===== src/rtl/cbd_sample_ctrl.sv =====
// Sequencer between a random-word source, a LANES-wide CBD sampler and a coefficient stream.
// Define CBD_CTRL_TIMEOUT_EN to enable the per-polynomial word budget (MAX_WORDS) and the error flag.
module cbd_sample_ctrl #(
    parameter int LANES      = 4,
    parameter int RAND_WIDTH = 128,
    parameter int CAND_BITS  = 4,
    parameter int BERN_WIDTH = 8,
    parameter int N_COEFFS   = 256,
    parameter int MAX_WORDS  = 1023
) (
    input  logic                       clk,
    input  logic                       reset,
    input  logic                       req_start,
    input  logic [BERN_WIDTH-1:0]      req_threshold,
    input  logic                       rnd_valid,
    output logic                       rnd_ready,
    input  logic [RAND_WIDTH-1:0]      rnd_data,
    output logic                       smp_start,
    output logic                       smp_valid,
    output logic [RAND_WIDTH-1:0]      smp_random,
    output logic [BERN_WIDTH-1:0]      smp_threshold,
    input  logic [LANES*CAND_BITS-1:0] smp_vals,
    input  logic [LANES-1:0]           smp_flags,
    input  logic                       smp_done,
    output logic                       coef_valid,
    input  logic                       coef_ready,
    output logic [CAND_BITS-1:0]       coef_data,
    output logic [7:0]                 coef_index,
    output logic                       busy,
    output logic                       done,
    output logic                       error,
    output logic [2:0]                 dbg_state
);
    // Handshakes (rnd_*, coef_*): a transfer happens on a rising edge where valid and ready
    // are both high; the payload stays stable from valid rising until that transfer.

    localparam int LW = (LANES > 1) ? $clog2(LANES) : 1;

    typedef enum logic [2:0] {
        S_IDLE, S_FETCH, S_ISSUE, S_WAIT, S_DRAIN, S_FINISH
    } state_t;

    state_t                     state;
    logic [LANES-1:0]           mask_q;
    logic [LANES*CAND_BITS-1:0] vals_q;
    logic [8:0]                 count_q;
    logic [LW-1:0]              cur_lane;
    logic [LW-1:0]              nx_lane;
    logic [LANES-1:0]           mask_nx;
    logic [8:0]                 count_nx;

    function automatic logic [LW-1:0] low_lane(input logic [LANES-1:0] m);
        logic [LW-1:0] r;
        r = '0;
        for (int i = LANES - 1; i >= 0; i--) begin
            if (m[i]) r = LW'(i);
        end
        return r;
    endfunction

    function automatic logic [CAND_BITS-1:0] lane_val(input logic [LANES*CAND_BITS-1:0] v,
                                                      input logic [LW-1:0] l);
        return v[l*CAND_BITS +: CAND_BITS];
    endfunction

    always_comb begin
        cur_lane = low_lane(mask_q);
        mask_nx  = mask_q & ~(LANES'(1) << cur_lane);
        count_nx = count_q + 9'd1;
        nx_lane  = low_lane(mask_nx);
    end

`ifdef CBD_CTRL_TIMEOUT_EN
    logic [9:0] word_cnt;
    logic       error_q;
    logic       fetch_entry;
    logic [9:0] fetch_cnt;

    // Any transition that would land in FETCH is checked against the word budget.
    always_comb begin
        fetch_entry = (state == S_IDLE && req_start) ||
                      (state == S_WAIT && smp_done && smp_flags == '0) ||
                      (state == S_DRAIN && coef_ready && count_nx != 9'(N_COEFFS) && mask_nx == '0);
        fetch_cnt   = (state == S_IDLE) ? '0 : word_cnt;
    end
    assign error = error_q;
`else
    assign error = 1'b0;
`endif

    assign smp_valid = smp_start;
    assign dbg_state = state;

    always_ff @(posedge clk) begin
        if (reset) begin
            state         <= S_IDLE;
            mask_q        <= '0;
            vals_q        <= '0;
            count_q       <= '0;
            rnd_ready     <= 1'b0;
            smp_start     <= 1'b0;
            smp_random    <= '0;
            smp_threshold <= '0;
            coef_valid    <= 1'b0;
            coef_data     <= '0;
            coef_index    <= '0;
            busy          <= 1'b0;
            done          <= 1'b0;
`ifdef CBD_CTRL_TIMEOUT_EN
            word_cnt      <= '0;
            error_q       <= 1'b0;
`endif
        end else begin
            done      <= 1'b0;
            smp_start <= 1'b0;
            case (state)
                S_IDLE: if (req_start) begin
                    smp_threshold <= req_threshold;
                    count_q       <= '0;
                    busy          <= 1'b1;
                    rnd_ready     <= 1'b1;
                    state         <= S_FETCH;
`ifdef CBD_CTRL_TIMEOUT_EN
                    word_cnt      <= '0;
                    error_q       <= 1'b0;
`endif
                end
                S_FETCH: if (rnd_valid) begin
                    smp_random <= rnd_data;
                    rnd_ready  <= 1'b0;
                    smp_start  <= 1'b1;
                    state      <= S_ISSUE;
                end
                S_ISSUE: begin
`ifdef CBD_CTRL_TIMEOUT_EN
                    word_cnt <= word_cnt + 10'd1;
`endif
                    state <= S_WAIT;
                end
                S_WAIT: if (smp_done) begin
                    mask_q <= smp_flags;
                    vals_q <= smp_vals;
                    if (smp_flags == '0) begin
                        rnd_ready <= 1'b1;
                        state     <= S_FETCH;
                    end else begin
                        coef_valid <= 1'b1;
                        coef_data  <= lane_val(smp_vals, low_lane(smp_flags));
                        coef_index <= count_q[7:0];
                        state      <= S_DRAIN;
                    end
                end
                S_DRAIN: if (coef_ready) begin
                    mask_q  <= mask_nx;
                    count_q <= count_nx;
                    // Reaching the coefficient target wins over any lanes still set.
                    if (count_nx == 9'(N_COEFFS)) begin
                        coef_valid <= 1'b0;
                        done       <= 1'b1;
                        state      <= S_FINISH;
                    end else if (mask_nx == '0) begin
                        coef_valid <= 1'b0;
                        rnd_ready  <= 1'b1;
                        state      <= S_FETCH;
                    end else begin
                        coef_data  <= lane_val(vals_q, nx_lane);
                        coef_index <= count_nx[7:0];
                    end
                end
                S_FINISH: begin
                    busy  <= 1'b0;
                    state <= S_IDLE;
                end
                default: state <= S_IDLE;
            endcase
`ifdef CBD_CTRL_TIMEOUT_EN
            if (fetch_entry && fetch_cnt == 10'(MAX_WORDS)) begin
                rnd_ready <= 1'b0;
                error_q   <= 1'b1;
                done      <= 1'b1;
                state     <= S_FINISH;
            end
`endif
        end
    end
endmodule


===== config.mk =====
export PLATFORM = sky130hd
export DESIGN_NAME = cbd_sample_ctrl
export DESIGN_NICKNAME = d
export VERILOG_FILES = /design/src/rtl/cbd_sample_ctrl.sv
export SDC_FILE = /design/constraint.sdc
export NUM_CORES = 1
export LEC_CHECK = 0
export ABC_AREA = 1
export CORE_ASPECT_RATIO = 0.9
export CORE_UTILIZATION = 39
export CTS_BUF_LIST = sky130_fd_sc_hd__clkbuf_8
export CTS_CLUSTER_DIAMETER = 150
export DETAILED_ROUTE_END_ITERATION = 12
export HOLD_SLACK_MARGIN = 0.08
export PLACE_DENSITY = 0.78
export REMOVE_ABC_BUFFERS = 1
export SLEW_MARGIN = 10
export SYNTH_ARGS = -nofsm -noshare
export SYNTH_HDL_FRONTEND = slang
export SYNTH_SLANG_ARGS = --single-unit

===== constraint.sdc =====
create_clock -name clk -period 1.7 [get_ports clk]
set_clock_uncertainty 0.05 [all_clocks]
set_input_delay 0.255 -clock clk [delete_from_list [all_inputs] [get_ports clk]]
set_output_delay 0.255 -clock clk [all_outputs]
set_load 0.03 [all_outputs]

==> results.tsv, run 1 <==
metric	value	unit
status	finished, final reports clean	
post-place-ws	-0.1423	ns
swShare	43.09	%
portBuffers	318	
die_area	19400	sq um
clock_path_buffers	2	
vias	7704	
vias_per_cell	4.836	
synth_seq_cells	185	
core	18410	sq um
cp.arrival	2.01	ns
row_count	47	
htree_levels	4	
fin_cells	1593	
synth-compound-area-share	16.44	%
synth_top_family_by_area	simple AND/OR/NAND/NOR gates	
syn_to_final_growth	56.29	%
hold_viol	0	
diodes	0	
synthCells	999	
cts.clk_slew.worst_paths	0.10	ns
initial_core_util	39.94	%
cts_tree	done	
power.internal	9.001	mW
post-route-period-util	99.65	%
fin_tns_setup	0	ns
overflow	0	
p_comb_share	44.4	%
ios	320	
cap_violations	0	
worst_skew_pair.late_latency	0.46	ns
grt_pass1_wl	36.73	mm
cp.required	2.02	ns
net-switching-power	6.814	mW
cellPowerDensity	1377	nW/um^2
die_y	132.2	um
grt_max_degree	56	
cts_buffers	17	
leakage	5.178	nW
track_usage	23.70	%
routedWlPerCell	14.59	um
place_inst	1549	
ys_seq_area_share	50.38	%
die_x	146.7	um
synth_fa_ha_area_share	0.3404	%
drt_pass1_iterations	5	
fmax	590.3	MHz
hpwlAfterDp	17.05	mm
seqPwrFrac	37.1	%
drive_above_1_share	12.39	%
finalWirelength	23.24	mm
worstHoldPathCells	3	
clockPowerShare	18.5	%
antenna_left	0	
r2r_cells	13	
synth_xor_area_share	0	%
grt_pass1_vias	7313	
path_max_fanout	7	
layout_min_cycle_time	1.694	ns
synthSimpleGateAreaFrac	26.04	%
cts-root-buf	clkbuf_8	
rsz0062_at_grt	true	
place_area	11060	sq um
place.gp.congestion	0.9147	
syn_area_per_cell	7.358	sq um
synth_area	7351	sq um
layout.nets	1499	
netlist-cell-type-count	36	
drtIter0Drc	380	
setup_viol	0	
worstSetupStartpointType	flop	
antenna_found_initial	0	
hold_class	in2reg	
vdd_drop_max	884.3	uV
drc	0	
finalWorstSetupSlack	0.005898	ns
synth_warnings	0	
muxShareOfSynthArea	0	%
end_kind	flop	
stdcell_area	11490	sq um
criticalPathCategory	reg2reg	
total_power	15.82	mW
slew_viol_final	0	
cts_num_sinks	185	
## kinds of logic after synthesis
kind of cell	Yosys count
and+or+nand+nor	460
other	1
DFF	185
adders and majority gates	2
AOI/OAI and AO/OA	233
buffers and inverters	118
## layout by cell type, fill, tap and decap left out, types with 3 or more instances in the layout
master | Yosys | routed
a21oi_1 | 39 | 38
buf_12 | 1 | 10
buf_4 | 3 | 42
buf_6 | 0 | 5
clkbuf_8 | 0 | 17
clkdlybuf4s50_1 | 0 | 161
clkinv_4 | 0 | 3
clkinv_8 | 0 | 4
dfxtp_1 | 185 | 177
dfxtp_2 | 0 | 7
dlygate4sd2_1 | 0 | 155
inv_1 | 47 | 44
inv_2 | 10 | 12
inv_4 | 0 | 3
inv_6 | 1 | 6
inv_8 | 0 | 3
nand2_1 | 99 | 91
nand2_2 | 4 | 10
nand2_4 | 3 | 4
nand3_1 | 32 | 28
nand3_2 | 1 | 4
nand4_1 | 4 | 4
nor2_1 | 293 | 288
nor2_2 | 15 | 18
nor2_4 | 3 | 5
o211ai_1 | 8 | 8
o21ai_0 | 173 | 167
o21ai_1 | 6 | 9
o21ai_2 | 0 | 3
## per-layer routing
| metal | global-route usage, % | part of all wire (%) |
|---|---|---|
| met1 | 28.07 | 42 |
| met2 | 40.44 | 48 |
| met3 | 6.298 | 7.2 |
| met4 | 9.780 | 3.1 |
| met5 | 0 | 0 |
## state kept, by name (all words and copies together), names as in the netlist
name / cells
smp_random: 128
vals_q: 16
count_q: 9
coef_index: 8
smp_threshold: 8
coef_data: 4
mask_q: 4
dbg_state: 3
busy: 1
coef_valid: 1
done: 1
rnd_ready: 1
smp_start: 1
## path summary, 6_finish.rpt
kind | from | endpoint | slack, ns
setup / recovery | count_q[0]$_SDFFE_PP0P_ | coef_index[3]$_SDFFE_PP0P_ | 0.006
hold / removal | req_threshold[6] | smp_threshold[6]$_SDFFE_PP0P_ | 0.29
setup reg to reg | count_q[0]$_SDFFE_PP0P_ | coef_index[3]$_SDFFE_PP0P_ | 0.006
hold reg to reg | vals_q[5]$_SDFFE_PP0P_ | vals_q[5]$_SDFFE_PP0P_ | 0.40
## layout make-up
| class | count | area [sq um] |
|---|---|---|
| clock inverters | 15 | 161.4 |
| flip-flops and latches | 185 | 3716 |
| repair inverters | 1 | 8.758 |
| multi-input cells | 696 | 3268 |
| fillers | 1694 | 6918 |
| well taps | 245 | 306.5 |
| inverters | 59 | 236.5 |
| clock buffers | 17 | 234.0 |
| repair buffers | 375 | 3557 |
## cell usage after synthesis
cell type | n | area, sq um
nor2_1 | 293 | 1100
dfxtp_1 | 185 | 3704
o21ai_0 | 173 | 865.8
nand2_1 | 99 | 371.6
inv_1 | 47 | 176.4
a21oi_1 | 39 | 195.2
clkbuf_1 | 38 | 142.6
nand3_1 | 32 | 160.2
buf_2 | 16 | 80.08
nor2_2 | 15 | 93.84
inv_2 | 10 | 37.54
o211ai_1 | 8 | 60.06
o21ai_1 | 6 | 30.03
nand2_2 | 4 | 25.02
nand4_1 | 4 | 25.02
buf_4 | 3 | 22.52
nand2_4 | 3 | 33.78
nor2_4 | 3 | 33.78
a31oi_1 | 2 | 12.51
ha_1 | 2 | 25.02
nor3_1 | 2 | 10.01
a211oi_1 | 1 | 7.510
a21oi_4 | 1 | 16.27
buf_1 | 1 | 3.750
buf_12 | 1 | 20.02
clkinv_1 | 1 | 3.750
conb_1 | 1 | 3.750
inv_6 | 1 | 8.760
nand3_2 | 1 | 10.01
nand3_4 | 1 | 17.52
nand3b_1 | 1 | 7.510
nor2_8 | 1 | 20.02
o21bai_1 | 1 | 7.510
o22ai_1 | 1 | 6.260
o31ai_1 | 1 | 7.510
or2_2 | 1 | 6.260
## critical path, stage by stage (launching register included)
cell	delay, ns
dfxtp_4	0.38
buf_6	0.10
inv_2	0.05
nor2_4	0.17
nand2_1	0.07
nand2_1	0.06
inv_1	0.05
nand2_1	0.11
nor2_4	0.07
nand3_4	0.11
nand2_8	0.09
buf_6	0.14
o21ai_2	0.10
nor2_1	0.04
## per-stage QoR
step	hold slack, ns	util, %
2_1_floorplan	0.2741	-
3_3_place_gp	0.3834	60.08
3_5_place_dp	0.3859	60.08
4_1_cts	0.2526	62.14
5_1_grt	0.2831	62.42
6_report	0.2929	62.42
## what timing repair did
item                       CTS  global route
pin swaps                   11            14
setup endpoints to repair  175           145
gates resized for setup    191            23
hold buffers                 0             0
buffers inserted            10             1
gates cloned                 1             0
## power groups by stage
stage / Combinational [mW] / Sequential, mW / Clock [mW]
final: 7.02 / 5.87 / 2.93
after global routing: 7.60 / 6.00 / 3.18
after CTS: 6.95 / 5.86 / 3.00
after detailed placement: 7.41 / 5.96 / 0
after global placement: 7.32 / 5.93 / 0
after floorplan: 2.50 / 7.66 / 0
Note: power is estimated with default switching activity, not from simulation.
==> run 2, diff against run 1 <==
CORE_UTILIZATION = 47   (was 39)
PLACE_DENSITY = 0.88   (was 0.78)
clock period = 2 ns   (was 1.7 ns; I/O delays follow)
==> run 2 against run 1 <==
  * Clock-buffer cell count grew 1
  * Register-to-register slack gained 0.19 ns
  * Sequential share of layout area grew 0.55 points
  * Hold slack gained 0.047 ns
  * Critical endpoint is now smp_random[58]
  * Largest power group unchanged
==> results.tsv, run 2 (same netlist as run 1, synthesis figures left out) <==
metric	value	unit	change
regToRegSetupSlack	0.20	ns	+0.19 ns
cp.required	1.65	ns	-0.37 ns
total_power	13.97	mW	-12%
cp.arrival	1.57	ns	-0.44 ns
slew_viol_final	0		unchanged
fmax	521.9	MHz	
vdd_drop_max	874.5	uV	-1.1%
core	14980	sq um	-19%
leakage	4.345	nW	-16%
cellPowerDensity	1239	nW/um^2	-10%
grt_pass1_wl	35.90	mm	-2.3%
cp_cell_sequence	clkdlybuf4s50_1		
multiInputGateArea	3174	sq um	-2.9%
ios	320		unchanged
p_comb_share	44.4	%	about the same
hold_class	in2reg		
path_max_fanout	2		-5
criticalPathCategory	reg2out		
layout_min_cycle_time	1.916	ns	
drc	0		unchanged
cts_num_sinks	185		unchanged
grt_max_degree	90		+61%
layout_commonest_cell	clkdlybuf4s50_1		
antenna_left	0		unchanged
cts_buffers	17		unchanged
vias	7717		+0.17%
seqPwrFrac	35.9	%	-1.2 points
stdcell_area	11270	sq um	-1.9%
routedWlPerCell	15.22	um	+4.3%
die_y	120.6	um	-8.8%
clock_path_buffers	2		unchanged
post-route-period-util	95.81	%	
power.internal	8.395	mW	-6.7%
hold_viol	0		unchanged
max_stage_delay	0.75	ns	+0.37 ns
area.sequential	3707	sq um	-0.24%
finalWirelength	23.00	mm	-1.0%
cts_tree	done		
hpwlAfterDp	16.63	mm	-2.5%
place_area	10820	sq um	-2.2%
worst_skew_pair.late_latency	0.45	ns	about the same
fillers	1110		-34%
htree_levels	4		unchanged
drtIter0Drc	523		+38%
cpLargestDelayFamily	buffers and inverters		
drt_pass1_iterations	5		unchanged
setup_viol	0		unchanged
place.gp.congestion	0.9338		+2.1%
worstSetupStartpointType	flop		
drive_above_1_share	7.768	%	-4.6 points
status	finished, final reports clean		
post-cts-setup-buffer-count	0		-10
antenna_found_initial	0		unchanged
net-switching-power	5.570	mW	-18%
swShare	39.89	%	-3.2 points
die_x	133.8	um	-8.8%
cpMaxStageDelayCell	clkdlybuf4s50_1		
layout.nets	1464		-2.3%
track_usage	28.14	%	+4.4 points
portBuffers	318		unchanged
cap_violations	0		unchanged
end_kind	output pin		
vias_per_cell	5.107		+5.6%
die_area	16140	sq um	-17%
diodes	0		unchanged
row_count	42		-11%
initial_core_util	49.08	%	+9.1 points
grt_pass1_vias	7110		-2.8%
rsz0062_at_grt	false		
cts-root-buf	clkbuf_8		
top_register	smp_random		
path_buf_inv	1		-3
cts.clk_slew.worst_paths	0.09	ns	about the same
final_cell_mix	315 x clkdlybuf4s50_1, 293 x nor2_1, 182 x dfxtp_1		
overflow	0		unchanged
syn_to_final_growth	53.31	%	
clockPowerShare	19.8	%	+1.3 points
largest_reg_flops	128		unchanged
top_regs	smp_random: 128 flops, vals_q: 16 flops, count_q: 9 flops		
run 2: final timing paths:
kind                               start                            end  depth (start not counted)
min                     req_threshold[1]  smp_threshold[1]$_SDFFE_PP0P_                          3
max reg2reg      count_q[1]$_SDFFE_PP0P_      coef_data[2]$_SDFFE_PP0P_                         13
min reg2reg       rnd_ready$_SDFFE_PP0P_         rnd_ready$_SDFFE_PP0P_                          2
max          smp_random[58]$_SDFFE_PP0P_                 smp_random[58]                          1
run 2: per-stage QoR:
stage | util [%] | TNS [ns] | setup WS (ns) | hold WS, ns | instances
floorplan | - | -460.04 | -3.426 | 0.3191 | 940
global placement | 72.21 | 0 | 0.1283 | 0.3828 | 1479
detailed placement | 72.21 | 0 | 0.05177 | 0.3927 | 1479
CTS | 75.14 | 0 | 0.02766 | 0.3113 | 1511
global route | 75.25 | 0 | 0.01485 | 0.3357 | 1511
finish | 75.25 | 0 | 0.08375 | 0.3403 | 1511
run 2: layout make-up:
type / instances / share of cell area (%)
Clock inverter: 14 / 1.710
Multi-Input combinational cell: 696 / 28.17
Tap cell: 198 / 2.198
Sequential cell: 185 / 32.90
Clock buffer: 18 / 2.198
Timing Repair Buffer: 341 / 30.78
Inverter: 59 / 2.054
run 2: power by group through the flow:
stage	Clock, mW	Combinational, mW	Sequential (mW)
4_1_cts	2.82	6.18	5.00
5_1_grt	2.97	6.64	5.11
3_5_place_dp	0	6.16	5.08
6_report	2.76	6.20	5.01
3_3_place_gp	0	6.04	5.04
2_1_floorplan	0	2.12	6.51
run 2: timing repair:
item / 4_1_cts / 5_1_grt
gates resized for setup: 2 / 7
endpoints found under the setup margin: 2 / 14
hold buffers: 0 / 0
run 2: layer usage:
| layer | global-route usage [%] | up-vias | share of wire [%] |
|---|---|---|---|
| met5 | 0 | - | 0 |
| met1 | 33.09 | 3524 | 40 |
| met3 | 7.212 | 54 | 8.0 |
| met4 | 12.50 | 0 | 3.5 |
| li1 | - | 3805 | - |
| met2 | 48.15 | 334 | 49 |
==> run 3, diff against run 2 <==
HOLD_SLACK_MARGIN = 0.06   (was 0.08)
==> results of run 3 <==
No change in the layout: final DEF, timing and power equal those of run 2.
